File: config.mk
export PLATFORM = sky130hd
export DESIGN_NAME = imem_program_loader_flat
export DESIGN_NICKNAME = d
export VERILOG_FILES = /design/src/rtl/rv_encode_pkg.sv /design/src/rtl/imem_program_loader_if.sv /design/src/rtl/rv_instr_encoder.sv /design/src/rtl/imem_program_loader.sv /design/src/flat_wrapper.sv
export SDC_FILE = /design/constraint.sdc
export NUM_CORES = 1
export LEC_CHECK = 0
export ABC_CLOCK_PERIOD_IN_PS = 2400
export BUFFER_PORTS_ARGS = -buffer_cell sky130_fd_sc_hd__buf_2
export CAP_MARGIN = 10
export CORE_MARGIN = 3
export CORE_UTILIZATION = 30
export DETAILED_ROUTE_END_ITERATION = 10
export SLEW_MARGIN = 10
export SYNTH_ARGS = -nofsm -noshare
export SYNTH_HDL_FRONTEND = slang
export SYNTH_SLANG_ARGS = --single-unit
File: constraint.sdc
create_clock -name clk -period 2.4 [get_ports clk]
set_input_delay 0.12 -clock clk [delete_from_list [all_inputs] [get_ports clk]]
set_output_delay 0.12 -clock clk [all_outputs]
set_load 0.01 [all_outputs]
File: src/rtl/rv_encode_pkg.sv
// Shared encoder types: instruction kinds, RV32I opcode/funct3 constants, loader FSM states.
// Also holds the signed-fit helper used by the optional immediate range check.
package rv_encode_pkg;

    typedef enum logic [2:0] {
        K_LW   = 3'd0,
        K_SW   = 3'd1,
        K_ADD  = 3'd2,
        K_AND  = 3'd3,
        K_OR   = 3'd4,
        K_BEQ  = 3'd5,
        K_JAL  = 3'd6,
        K_RSVD = 3'd7
    } kind_e;

    typedef enum logic [1:0] {
        IDLE = 2'd0,
        LOAD = 2'd1,
        DONE = 2'd2
    } state_e;

    localparam logic [6:0] OP_LOAD   = 7'b0000011;
    localparam logic [6:0] OP_STORE  = 7'b0100011;
    localparam logic [6:0] OP_RTYPE  = 7'b0110011;
    localparam logic [6:0] OP_BRANCH = 7'b1100011;
    localparam logic [6:0] OP_JAL    = 7'b1101111;

    localparam logic [2:0] F3_LW  = 3'b010;
    localparam logic [2:0] F3_SW  = 3'b010;
    localparam logic [2:0] F3_ADD = 3'b000;
    localparam logic [2:0] F3_AND = 3'b111;
    localparam logic [2:0] F3_OR  = 3'b110;
    localparam logic [2:0] F3_BEQ = 3'b000;

    localparam logic [31:0] NOP_WORD = 32'h0000_0013;

    // True when imm[20:w-1] is all zeros or all ones, i.e. the value sign-fits w bits.
    function automatic logic sign_fits(input logic [20:0] imm, input int w);
        logic [20:0] hi_mask;
        logic [20:0] hi_bits;
        hi_mask = ~((21'(1) << (w - 1)) - 21'(1));
        hi_bits = imm & hi_mask;
        return (hi_bits == 21'd0) || (hi_bits == hi_mask);
    endfunction

endpackage

File: src/rtl/imem_program_loader_if.sv
// Loader bundle: instruction-field beats in, imem write port and load status out.
// master = host driving beats, slave = the loader itself.
interface imem_program_loader_if #(
    parameter int ADDR_W = 5
);
    logic              start;
    logic              in_valid;
    logic              in_ready;
    logic [2:0]        in_kind;
    logic [4:0]        in_rd;
    logic [4:0]        in_rs1;
    logic [4:0]        in_rs2;
    logic [20:0]       in_imm;
    logic              in_last;
    logic              imem_we;
    logic [ADDR_W-1:0] imem_addr;
    logic [31:0]       imem_wdata;
    logic              cpu_hold;
    logic              done;
    logic [ADDR_W:0]   count;
    logic              err;

    modport master (
        output start, in_valid, in_kind, in_rd, in_rs1, in_rs2, in_imm, in_last,
        input  in_ready, imem_we, imem_addr, imem_wdata, cpu_hold, done, count, err
    );

    modport slave (
        input  start, in_valid, in_kind, in_rd, in_rs1, in_rs2, in_imm, in_last,
        output in_ready, imem_we, imem_addr, imem_wdata, cpu_hold, done, count, err
    );
endinterface

File: src/rtl/rv_instr_encoder.sv
// Combinational fields->RV32I word packer with illegal-kind flag; zero latency, no flow control.
// IMEM_RANGE_CHECK_EN enables the immediate fit/alignment error flag, otherwise imm is silently truncated.
module rv_instr_encoder
    import rv_encode_pkg::*;
(
    input  logic [2:0]  kind_i,
    input  logic [4:0]  rd_i,
    input  logic [4:0]  rs1_i,
    input  logic [4:0]  rs2_i,
    input  logic [20:0] imm_i,
    output logic [31:0] word_o,
    output logic        illegal_o,
    output logic        range_err_o
);

    always_comb begin
        word_o    = NOP_WORD;
        illegal_o = 1'b0;
        case (kind_e'(kind_i))
            K_LW:  word_o = {imm_i[11:0], rs1_i, F3_LW, rd_i, OP_LOAD};
            K_SW:  word_o = {imm_i[11:5], rs2_i, rs1_i, F3_SW, imm_i[4:0], OP_STORE};
            K_ADD: word_o = {7'b0000000, rs2_i, rs1_i, F3_ADD, rd_i, OP_RTYPE};
            K_AND: word_o = {7'b0000000, rs2_i, rs1_i, F3_AND, rd_i, OP_RTYPE};
            K_OR:  word_o = {7'b0000000, rs2_i, rs1_i, F3_OR, rd_i, OP_RTYPE};
            K_BEQ: word_o = {imm_i[12], imm_i[10:5], rs2_i, rs1_i, F3_BEQ,
                             imm_i[4:1], imm_i[11], OP_BRANCH};
            K_JAL: word_o = {imm_i[20], imm_i[10:1], imm_i[11], imm_i[19:12], rd_i, OP_JAL};
            default: illegal_o = 1'b1;
        endcase
    end

`ifdef IMEM_RANGE_CHECK_EN
    // Branch/jump offsets are byte offsets, so bit 0 must be clear as well as fitting the field.
    always_comb begin
        range_err_o = 1'b0;
        case (kind_e'(kind_i))
            K_LW, K_SW: range_err_o = !sign_fits(imm_i, 12);
            K_BEQ:      range_err_o = !sign_fits(imm_i, 13) || imm_i[0];
            K_JAL:      range_err_o = imm_i[0];
            default:    range_err_o = 1'b0;
        endcase
    end
`else
    logic unused_imm0;
    assign unused_imm0 = imm_i[0];
    assign range_err_o = 1'b0;
`endif

endmodule

File: src/rtl/imem_program_loader.sv
// Loads an encoded program into imem at sequential word addresses, holding the core while loading; 1-cycle write latency.
// in_ready only in LOAD with room left; a beat offered when full sets err and ends the session. Macro: IMEM_RANGE_CHECK_EN.
module imem_program_loader
    import rv_encode_pkg::*;
#(
    parameter int ADDR_W = 5,
    parameter int DEPTH  = 32
) (
    input logic                  clk,
    input logic                  rst,
    imem_program_loader_if.slave bus
);

    localparam logic [ADDR_W:0] DEPTH_C = (ADDR_W + 1)'(DEPTH);
    localparam logic [ADDR_W:0] ONE_C   = (ADDR_W + 1)'(1);

    state_e            state_q, state_d;
    logic              we_q, we_d;
    logic [ADDR_W-1:0] addr_q, addr_d;
    logic [31:0]       wdata_q, wdata_d;
    logic [ADDR_W:0]   count_q, count_d;
    logic              err_q, err_d;

    logic              in_ready, cpu_hold, done;
    logic              room, accept, session_start, overflow;
    logic [31:0]       enc_word;
    logic              enc_illegal, enc_range_err;

    rv_instr_encoder u_enc (
        .kind_i      (bus.in_kind),
        .rd_i        (bus.in_rd),
        .rs1_i       (bus.in_rs1),
        .rs2_i       (bus.in_rs2),
        .imm_i       (bus.in_imm),
        .word_o      (enc_word),
        .illegal_o   (enc_illegal),
        .range_err_o (enc_range_err)
    );

    assign room          = (count_q < DEPTH_C);
    assign accept        = bus.in_valid && in_ready;
    assign session_start = bus.start && ((state_q == IDLE) || (state_q == DONE));
    assign overflow      = (state_q == LOAD) && !room && bus.in_valid;

    always_ff @(posedge clk) begin
        if (rst) begin
            state_q <= IDLE;
        end else begin
            state_q <= state_d;
        end
    end

    always_comb begin
        state_d = state_q;
        case (state_q)
            IDLE, DONE: if (bus.start) state_d = LOAD;
            LOAD:       if ((accept && bus.in_last) || overflow) state_d = DONE;
            default:    state_d = IDLE;
        endcase
    end

    always_comb begin
        in_ready = 1'b0;
        cpu_hold = 1'b0;
        done     = 1'b0;
        case (state_q)
            LOAD: begin
                in_ready = room;
                cpu_hold = 1'b1;
            end
            DONE:    done = 1'b1;
            default: ;
        endcase
    end

    // Address and data hold their last value between writes; only we marks a valid write.
    always_comb begin
        we_d    = accept;
        addr_d  = addr_q;
        wdata_d = wdata_q;
        count_d = count_q;
        err_d   = err_q;
        if (session_start) begin
            count_d = '0;
            err_d   = 1'b0;
        end else if (accept) begin
            addr_d  = count_q[ADDR_W-1:0];
            wdata_d = enc_word;
            count_d = count_q + ONE_C;
            err_d   = err_q | enc_illegal | enc_range_err;
        end else if (overflow) begin
            err_d   = 1'b1;
        end
    end

    always_ff @(posedge clk) begin
        if (rst) begin
            we_q    <= 1'b0;
            addr_q  <= '0;
            wdata_q <= '0;
            count_q <= '0;
            err_q   <= 1'b0;
        end else begin
            we_q    <= we_d;
            addr_q  <= addr_d;
            wdata_q <= wdata_d;
            count_q <= count_d;
            err_q   <= err_d;
        end
    end

    assign bus.in_ready   = in_ready;
    assign bus.cpu_hold   = cpu_hold;
    assign bus.done       = done;
    assign bus.imem_we    = we_q;
    assign bus.imem_addr  = addr_q;
    assign bus.imem_wdata = wdata_q;
    assign bus.count      = count_q;
    assign bus.err        = err_q;

endmodule

File: src/flat_wrapper.sv
// flat-port wrapper written by rule: the top's interface ports become plain ports
module imem_program_loader_flat import rv_encode_pkg::*;
#(
    parameter int ADDR_W = 5,
    parameter int DEPTH  = 32
)
  (clk, rst, bus_start, bus_in_valid, bus_in_kind, bus_in_rd, bus_in_rs1, bus_in_rs2, bus_in_imm, bus_in_last, bus_in_ready, bus_imem_we, bus_imem_addr, bus_imem_wdata, bus_cpu_hold, bus_done, bus_count, bus_err);
  imem_program_loader_if #(.ADDR_W(ADDR_W)) bus_i ();
  input logic clk;
  input logic rst;
  input wire logic [$bits(bus_i.start)-1:0] bus_start;
  input wire logic [$bits(bus_i.in_valid)-1:0] bus_in_valid;
  input wire logic [$bits(bus_i.in_kind)-1:0] bus_in_kind;
  input wire logic [$bits(bus_i.in_rd)-1:0] bus_in_rd;
  input wire logic [$bits(bus_i.in_rs1)-1:0] bus_in_rs1;
  input wire logic [$bits(bus_i.in_rs2)-1:0] bus_in_rs2;
  input wire logic [$bits(bus_i.in_imm)-1:0] bus_in_imm;
  input wire logic [$bits(bus_i.in_last)-1:0] bus_in_last;
  output wire logic [$bits(bus_i.in_ready)-1:0] bus_in_ready;
  output wire logic [$bits(bus_i.imem_we)-1:0] bus_imem_we;
  output wire logic [$bits(bus_i.imem_addr)-1:0] bus_imem_addr;
  output wire logic [$bits(bus_i.imem_wdata)-1:0] bus_imem_wdata;
  output wire logic [$bits(bus_i.cpu_hold)-1:0] bus_cpu_hold;
  output wire logic [$bits(bus_i.done)-1:0] bus_done;
  output wire logic [$bits(bus_i.count)-1:0] bus_count;
  output wire logic [$bits(bus_i.err)-1:0] bus_err;
  assign bus_i.start = bus_start;
  assign bus_i.in_valid = bus_in_valid;
  assign bus_i.in_kind = bus_in_kind;
  assign bus_i.in_rd = bus_in_rd;
  assign bus_i.in_rs1 = bus_in_rs1;
  assign bus_i.in_rs2 = bus_in_rs2;
  assign bus_i.in_imm = bus_in_imm;
  assign bus_i.in_last = bus_in_last;
  assign bus_in_ready = bus_i.in_ready;
  assign bus_imem_we = bus_i.imem_we;
  assign bus_imem_addr = bus_i.imem_addr;
  assign bus_imem_wdata = bus_i.imem_wdata;
  assign bus_cpu_hold = bus_i.cpu_hold;
  assign bus_done = bus_i.done;
  assign bus_count = bus_i.count;
  assign bus_err = bus_i.err;
  imem_program_loader #(.ADDR_W(ADDR_W), .DEPTH(DEPTH)) u_core (.clk(clk), .rst(rst), .bus(bus_i));
endmodule
# After elaboration in Yosys (flattened, before gate mapping)
# Index checks and enable logic that the tools add are counted.
# word_totals
latch_bits	0
out_inout_bits	48
reg_bits	47
rom_bits	0
ram_bits	0
memories	0
# classes
n_div	0
addsub	1
mul	0
reduce_logical	16
shift	0
order_cmp	1
bitwise_logic	2
muxes	10
eq_ne	10
# ops
operator	count
32-bit case mux with 7 select lines	1
3-bit == test, second input constant	3
7-bit OR reduction	1
6-bit by 1-bit adder with 6-bit output, second input constant	1
3-bit by 2-bit == test with 1-bit output, second input constant	2
6-bit < comparator, second input constant	1
1-bit two-way mux	6
1-bit logical AND	5
2-bit two-way mux	2
2-bit inequality test, second input constant	2
2-bit case mux with 2 select lines	1
2-bit AND reduction	2
2-bit OR reduction	2
3-bit by 1-bit == test with 1-bit output, second input constant	1
3-bit logical NOT	1
2-bit by 1-bit == test with 1-bit output, second input constant	1
2-bit == test, second input constant	1
2-bit logical NOT	1
1-bit logical OR	2
2-bit nonzero test	1
1-bit logical NOT	1
1-bit NOT	1
1-bit OR	1

# Longest topological paths before layout
# Gate-level depths: netlist of the first run.
# depth
depth_word	7
mapped_depth	6
depth_no_buf	4

# Cells and area by module
# From an unflattened synthesis of the first run, not the netlist that was laid out.
# unflattened
hier_cells	299
hier_area_um2	2243.4
# modules_own_cells
mod	cells_each	seq_area_each_um2	area_each_um2	instances
imem_program_loader	210	940.9	1694.1	1
rv_instr_encoder	89	0.0	549.3	1

# Worst setup path after synthesis of the first run
# No wires, ideal clock.
# synth_timing
path_kind	reg2reg
start	register u_core.state_q[0]
end	register u_core.wdata_q[10] (netlist: u_core.bus.imem_wdata[10])
setup_time_ns	0.132
path_stages_with_launch	6
arrival_time_ns	1.183
setup_slack_ns	1.085
n_path_buf	1
required_ns	2.268
cell_sequence	dfxtp_1 nor3b_2 nand2_2 buf_6 a221oi_1 nor3_1
# synth_via
word_cells_on_any_way	9
# synth_rtl
item	line_no	source
start: declaration	imem_program_loader.sv:17	state_e state_q, state_d;
start signal: assignment	imem_program_loader.sv:49	state_q <= state_d;
2-bit by 1-bit == test with 1-bit output	imem_program_loader.sv:66	case (state_q)
1-bit two-way mux	imem_program_loader.sv:66	
via bus_in_ready	flat_wrapper.sv:19	output wire logic [$bits(bus_i.in_ready)-1:0] bus_in_ready;
1-bit logical AND	imem_program_loader.sv:41	assign accept = bus.in_valid && in_ready;
2-bit AND reduction (no source line)	-	
end signal: assignment	imem_program_loader.sv:106	wdata_q <= wdata_d;
end: declaration	imem_program_loader.sv:20	logic [31:0] wdata_q, wdata_d;
# The timed path passes the listed nets, and every way through them passes these cells.
# A chain may end at the register's enable or synchronous reset.

# Worst setup path after layout of the first run
# layout_timing
start	register u_core.state_q[0]
end	register u_core.wdata_q[23] (netlist: u_core.bus.imem_wdata[23])
# layout_via
elab_chain_cells	5
word_cells_on_any_way	9
# layout_lines
item	line_no	source
2-bit == test / 2-bit logical NOT (equally long branches)	imem_program_loader.sv:42	assign session_start = bus.start && ((state_q == IDLE) || (state_q == DONE));
1-bit logical OR	imem_program_loader.sv:42	
1-bit logical AND	imem_program_loader.sv:42	
1-bit NOT (no source line)	-	
2-bit AND reduction (no source line) *	-	
# Every way passes the cells marked *; elsewhere a longest branch is shown, timed or not.

==> impl_metrics.yaml, run 1 <==
floorplanning:
  die_w_um: 89.0
  io_pins: 92
  start_util_pct: 31.8
  coreArea_mm2: 0.00649
  dieArea_mm2: 0.00791
  dieHeight_um: 89.0
  rows: 29
sta:
  finalCriticalPeriod_ns: 1.72
  rsz0062_at_grt: "false"
  setup_ws_ns: 0.680
  fmax_mhz: 581
  maxSlewViolCount: 0
  worstMarginPinSlew_ns: 0.635
  hold_slack_ns: 0.0761
  fin_skew_ns: 0.00901
  hold_viol_final: 0
  setup_viol: 0
  slew_headroom_pct: 57.5
  setup_tns_ns: 0
  fin_crit_sh_pct: 71.7
synthesis:
  netlist_top_cells_count: "dfxtp_1, nand2_1, nor2_1, a21oi_1"
  syn_area_mm2: 0.00206
  yosysWarnings: 0
  synth_cells: 242
  synth_nets: 287
  ys_ff_latch: 45
  synthTopCellsByArea: "dfxtp_1, nand2_1, nor2_1, a21oi_1, a221oi_1"
  ys_types: 44
  synth_most_common_cell: "dfxtp_1"
  yosysSeqAreaShare_pct: 43.6
  avgSynthCellArea_um2: 8.53
  yosysTopAreaCell: "dfxtp_1"
  synth_top_area_share_pct: 43.6
  ys_async_sr_fraction_pct: 0
  ys.flop_type: "dfxtp_1"
  synth_edf_count: 0
critical_path:
  critPathTopFamily: "simple AND/OR/NAND/NOR gates"
  path_buf_inv: 0
  cp.arrival_ns: 1.97
  critPathSlowestCell: "and4bb_2"
  start_kind: "flop"
  worstSetupEndpointType: "flop"
  max_stage_delay_ns: 0.54
  path_max_fanout: 19
  reg2reg_to: "u_core.bus.imem_wdata[23]"
  crit_chain: "and4bb_2, nand3_1, a311oi_1, a31o_2"
  r2r_setup_slack_ns: 0.68
  r2r_cells: 4
  reg2reg_from: "u_core.state_q[0]"
  worst-setup-path-type: "reg2reg"
  required_ns: 2.65
detailed_routing:
  dr.max_layer_used: "met4"
  dr_wl_met3_um: 349
  via_count: 2030
  dr.pass1.iters: 4
  met2_length_mm: 2.74
  drt-met1-wl_mm: 2.63
  wl_per_cell_um: 14.5
  vias_per_cell: 5.06
  wl_mm: 5.83
  drtIter0Drc: 107
  final_antenna_net_count: 0
  drc: 0
clock_tree:
  cts_setup_buffers: 0
  cts-root-buf: "clkbuf_8"
  clock_latency_ns: 0.30
  cts_buffers: 5
  cts-resized-gates: 0
  cts_hold_buf: 0
  clkSlewWorstSetupHoldPaths_ns: 0.10
  clock_sinks: 45
  cts_max_level: 2
  tritoncts: "done"
  cts.path.max_buffers: 2
power_and_ir_drop:
  powerDensity_mw_per_mm2: 650
  p_leak_nw: 1.17
  vdd_drop_max_mv: 0.322
job:
  drv_cap: 0
placed_design:
  dp_hpwl_mm: 4.26
  pre_cts_ws_ns: 0.690
  post_dp_cell_area_mm2: 0.00251
  gp_congestion: 0.757
  placed_cells_incl_taps: 393
  port_buffers: 91
global_route:
  grt_pass1_wl_mm: 9.09
  grt_max_degree: 33
  grt_pass1_vias: 1827
  antenna_found_initial: 0
  overflow: 0
  grt_use_total_pct: 14.6
run_status:
  status: "complete, no violations"
cells_and_area:
  fin_cells: 401
  num_antenna_cells: 0
  layout-drive-gt1-share_pct: 36.1
  fillerInstances: 676
  seqCellArea_um2: 901
  nets: 368
  area_growth_pct: 28.3
  final_cell_area_mm2: 0.00265
  multi_input_area_mm2: 0.00100
hold_path:
  hold_path_depth: 3
  hold_start: "bus_in_imm[7]"
  hold_end: "u_core.bus.imem_wdata[27]"
  min_path_type: "in2reg"
-- power by group --
| part | total, mW | internal (mW) | switching, mW | leakage [nW] |
|---|---|---|---|---|
| Combinational | 0.237 | 0.0966 | 0.140 | 0.735 |
| Clock | 0.696 | 0.419 | 0.277 | 0.0687 |
| Sequential | 0.789 | 0.773 | 0.0155 | 0.365 |
| Total | 1.72 | 1.29 | 0.433 | 1.17 |
-- worst max path at each step --
stage | cells after the start | slack (ns) | endpoint | startpoint
floorplan | 5 | 1.09 | u_core.bus.imem_wdata[10] | u_core.state_q[0]
CTS | 4 | 0.66 | u_core.bus.imem_wdata[23] | u_core.bus.count[5]
detailed placement | 4 | 0.69 | u_core.bus.imem_wdata[23] | u_core.bus.count[5]
global placement | 4 | 0.73 | u_core.bus.imem_wdata[22] | u_core.bus.count[5]
global route | 4 | 0.51 | u_core.bus.imem_wdata[21] | u_core.state_q[0]
finish | 4 | 0.68 | u_core.bus.imem_wdata[23] | u_core.state_q[0]
-- per-layer routing --
layer | vias to the layer above | global-route usage, %
met4 | 0 | 4.33
met5 | - | 0
li1 | 1019 | -
met1 | 936 | 19.7
met3 | 8 | 3.13
met2 | 67 | 23.5
-- per-stage QoR --
stage	util [%]	total power [mW]
final	40.8	1.72
after CTS	40.8	1.74
after detailed placement	38.7	1.04
after global placement	38.7	1.04
after global routing	40.8	1.80
after floorplan	-	0.954
-- cell usage in the layout, fill, tap and decap left out, types with 2 or more instances in the layout --
cell type / count
nor3b_1: 5
nand3_1: 10
clkbuf_8: 5
a22o_1: 2
buf_4: 2
nor3_1: 10
xor2_1: 2
nand2_1: 32
nor2_1: 27
nor2b_1: 3
inv_1: 4
a31oi_1: 2
buf_2: 91
nand2_2: 3
a21oi_1: 20
a31o_2: 4
xnor2_1: 3
a22oi_1: 2
bufinv_16: 2
a311oi_1: 4
o21ai_0: 9
dfxtp_1: 45
a221oi_1: 9
a211oi_1: 6
-- sequential cells by signal (all words and copies together) (netlist names) --
signal	count
u_core.bus.imem_we	1
u_core.bus.err	1
u_core.state_q	2
u_core.bus.imem_addr	5
u_core.bus.imem_wdata	30
u_core.bus.count	6
-- cells by family after synthesis --
logic type | synth area share [%]
buf+inv | 7.70
mux | 0.485
xor+xnor | 2.12
fa+ha+maj | 0.606
flops | 43.6
simple gates | 23.5
compound gates | 22.0
-- worst register-to-register path, stage by stage (launching register included) --
cell	delay (ns)
dfxtp_1	0.42
and4bb_2	0.54
nand3_1	0.29
a311oi_1	0.28
a31o_2	0.14
-- cell type report --
class	count	share of cell area, %
inverters	5	0.709
clock buffers	5	2.60
multi-input cells	172	37.9
repair buffers	94	18.5
clock inverters	3	2.60
flip-flops and latches	45	34.0
well taps	77	3.64
Note: power is estimated with default switching activity, not from simulation.
==> inputs of run 2 (changes only) <==
- ABC_AREA: unset -> 1
- ABC_CLOCK_PERIOD_IN_PS: 2400 -> 1400
- clock period: 2.4 -> 1.4 ns (I/O delays scaled with it)
==> run 2 against run 1 <==
  * Die area is 0.28% lower
  * Worst setup slack worse by 0.58 ns
  * Hold slack worse by 0.043 ns
  * First-iteration DRC count is 38% lower
  * Critical path depth is 3 higher
  * Synthesized cell count is 19% higher
  * Flip-flop and latch count stayed put
  * Critical endpoint is now u_core.bus.count[5]
==> impl_metrics.yaml, run 2 <==
run_status:
  status: "complete, no violations"
floorplanning:
  coreArea_mm2: 0.00649
  rows: 29
  io_pins: 92
  dieHeight_um: 88.8
  die_w_um: 88.8
  start_util_pct: 31.7
  dieArea_mm2: 0.00789
synthesis:
  synth_edf_count: 0
  yosysSeqAreaShare_pct: 43.8
  ys.flop_type: "dfxtp_1"
  ys_types: 27
  syn_area_mm2: 0.00206
  synth_most_common_cell: "nand2_1"
  netlist_top_cells_count: "nand2_1, dfxtp_1, a21oi_1, nand3_1, nor2_1"
  synth_top_area_share_pct: 43.8
  synthTopCellsByArea: "dfxtp_1, nand2_1, a21oi_1, nand3_1, o21ai_0"
  yosysWarnings: 0
  synth_nets: 332
  avgSynthCellArea_um2: 7.17
  ys_ff_latch: 45
  ys_async_sr_fraction_pct: 0
  yosysTopAreaCell: "dfxtp_1"
  synth_cells: 287
sta:
  fin_crit_sh_pct: 93.1
  rsz0062_at_grt: "true"
  setup_ws_ns: 0.0971
  hold_slack_ns: 0.0327
  worstMarginPinSlew_ns: 0.336
  fin_skew_ns: 0.0104
  finalCriticalPeriod_ns: 1.30
  maxSlewViolCount: 0
  slew_headroom_pct: 77.6
  setup_viol: 0
  hold_viol_final: 0
  fmax_mhz: 768
cells_and_area:
  fin_util_pct: 40.9
  final_cell_mix: "nand2_1, buf_2, dfxtp_1, a21oi_1, nand3_1"
  final_cell_area_mm2: 0.00266
  layout-drive-gt1-share_pct: 31.6
  num_antenna_cells: 0
  fillerInstances: 690
  largest_reg_flops: 30
  final_common_cell: "nand2_1"
  area_growth_pct: 29.2
  nets: 420
global_route:
  antenna_found_initial: 0
  overflow: 0
  grt_pass1_vias: 1840
  grt_use_total_pct: 14.8
  grt_pass1_wl_mm: 8.95
  grt_max_degree: 39
critical_path:
  path_buf_inv: 2
  cp.arrival_ns: 1.54
  reg2reg_to: "u_core.bus.count[5]"
  reg2reg_from: "u_core.state_q[0]"
  r2r_cells: 7
  crit_chain: "inv_2, nor2_4, nand3_2, buf_6, nor2_2, nand3_1, a21oi_1"
  path_max_fanout: 38
  crit_path_start: "u_core.state_q[0]"
  required_ns: 1.63
  start_kind: "flop"
  max_stage_delay_ns: 0.38
  critPathSlowestCell: "dfxtp_1"
  r2r_setup_slack_ns: 0.1
  worstSetupEndpointType: "flop"
  worst-setup-path-type: "reg2reg"
  critPathTopFamily: "simple AND/OR/NAND/NOR gates"
placed_design:
  port_buffers: 91
  post_dp_cell_area_mm2: 0.00253
  gp_congestion: 0.880
  dp_hpwl_mm: 4.33
  pre_cts_ws_ns: 0.102
power_and_ir_drop:
  powerDensity_mw_per_mm2: 1050
  p_total_mw: 2.80
  p_leak_nw: 1.29
  vdd_drop_max_mv: 0.392
detailed_routing:
  drtIter0Drc: 66
  vias_per_cell: 4.58
  dr.pass1.iters: 5
  wl_mm: 5.73
  drc: 0
  via_count: 2073
  wl_per_cell_um: 12.6
  final_antenna_net_count: 0
clock_tree:
  cts-root-buf: "clkbuf_8"
  cts_max_level: 2
  clock_latency_ns: 0.30
  clkSlewWorstSetupHoldPaths_ns: 0.09
  tritoncts: "done"
  cts_buffers: 5
  cts_setup_buffers: 0
  cts.path.max_buffers: 2
  clock_sinks: 45
  cts_hold_buf: 0
hold_path:
  hold_start: "bus_start"
  hold_path_depth: 4
  min_path_type: "in2reg"
  hold_end: "u_core.state_q[1]"
job:
  drv_cap: 0
run 2: where the power goes:
| group | internal, mW | switching, mW | leakage [nW] |
|---|---|---|---|
| registers | 1.33 | 0.0285 | 0.365 |
| logic | 0.166 | 0.249 | 0.870 |
| clock network | 0.581 | 0.448 | 0.0574 |
| total | 2.07 | 0.726 | 1.29 |
run 2: cells by family after synthesis:
group           count (synthesis)  synth area share (%)
xor+xnor                        1                 0.426
compound gates                 52                  13.1
flops                          45                  43.8
simple gates                  156                  32.9
buf+inv                        32                  9.24
fa+ha+maj                       1                 0.608
run 2: what timing repair did:
item	CTS	global route
resized for setup	0	3
setup endpoints to repair	0	20
hold endpoints to repair	0	0
run 2: worst max path at each step:
stage	cells after the start	end	slack, ns
after floorplan	7	u_core.bus.imem_wdata[10]	0.24
after global placement	7	u_core.bus.count[5]	0.12
after detailed placement	7	u_core.bus.count[5]	0.10
after CTS	7	u_core.bus.count[5]	0.08
after global routing	7	u_core.bus.imem_wdata[11]	-0.007
final	7	u_core.bus.count[5]	0.1
run 2: layer usage:
| layer | vias up | track usage [%] | share of wire [%] |
|---|---|---|---|
| li1 | 1101 | - | - |
| met4 | 0 | 5.63 | 2.3 |
| met1 | 886 | 20.4 | 49 |
| met5 | - | 0 | 0 |
| met2 | 74 | 21.8 | 42 |
| met3 | 12 | 4.10 | 6.9 |
run 2: area by class of cell:
type	instances	area [um2]	area share, %
multi-input cells	210	967	36.4
well taps	77	96.3	3.62
flip-flops and latches	45	901	33.9
clock buffers	6	82.6	3.11
clock inverters	2	37.5	1.41
inverters	15	58.8	2.21
repair buffers	98	515	19.4
run 2: stage by stage:
stage	setup TNS [ns]	instances
after floorplan	0	287
after global placement	0	445
after detailed placement	0	445
after CTS	0	453
after global routing	-0.00672	453
final	0	453
run 2: worst min-delay path: stages:
cell     delay (ns)
buf_2          0.09
inv_1          0.03
nand2_1        0.05
a21oi_1        0.05
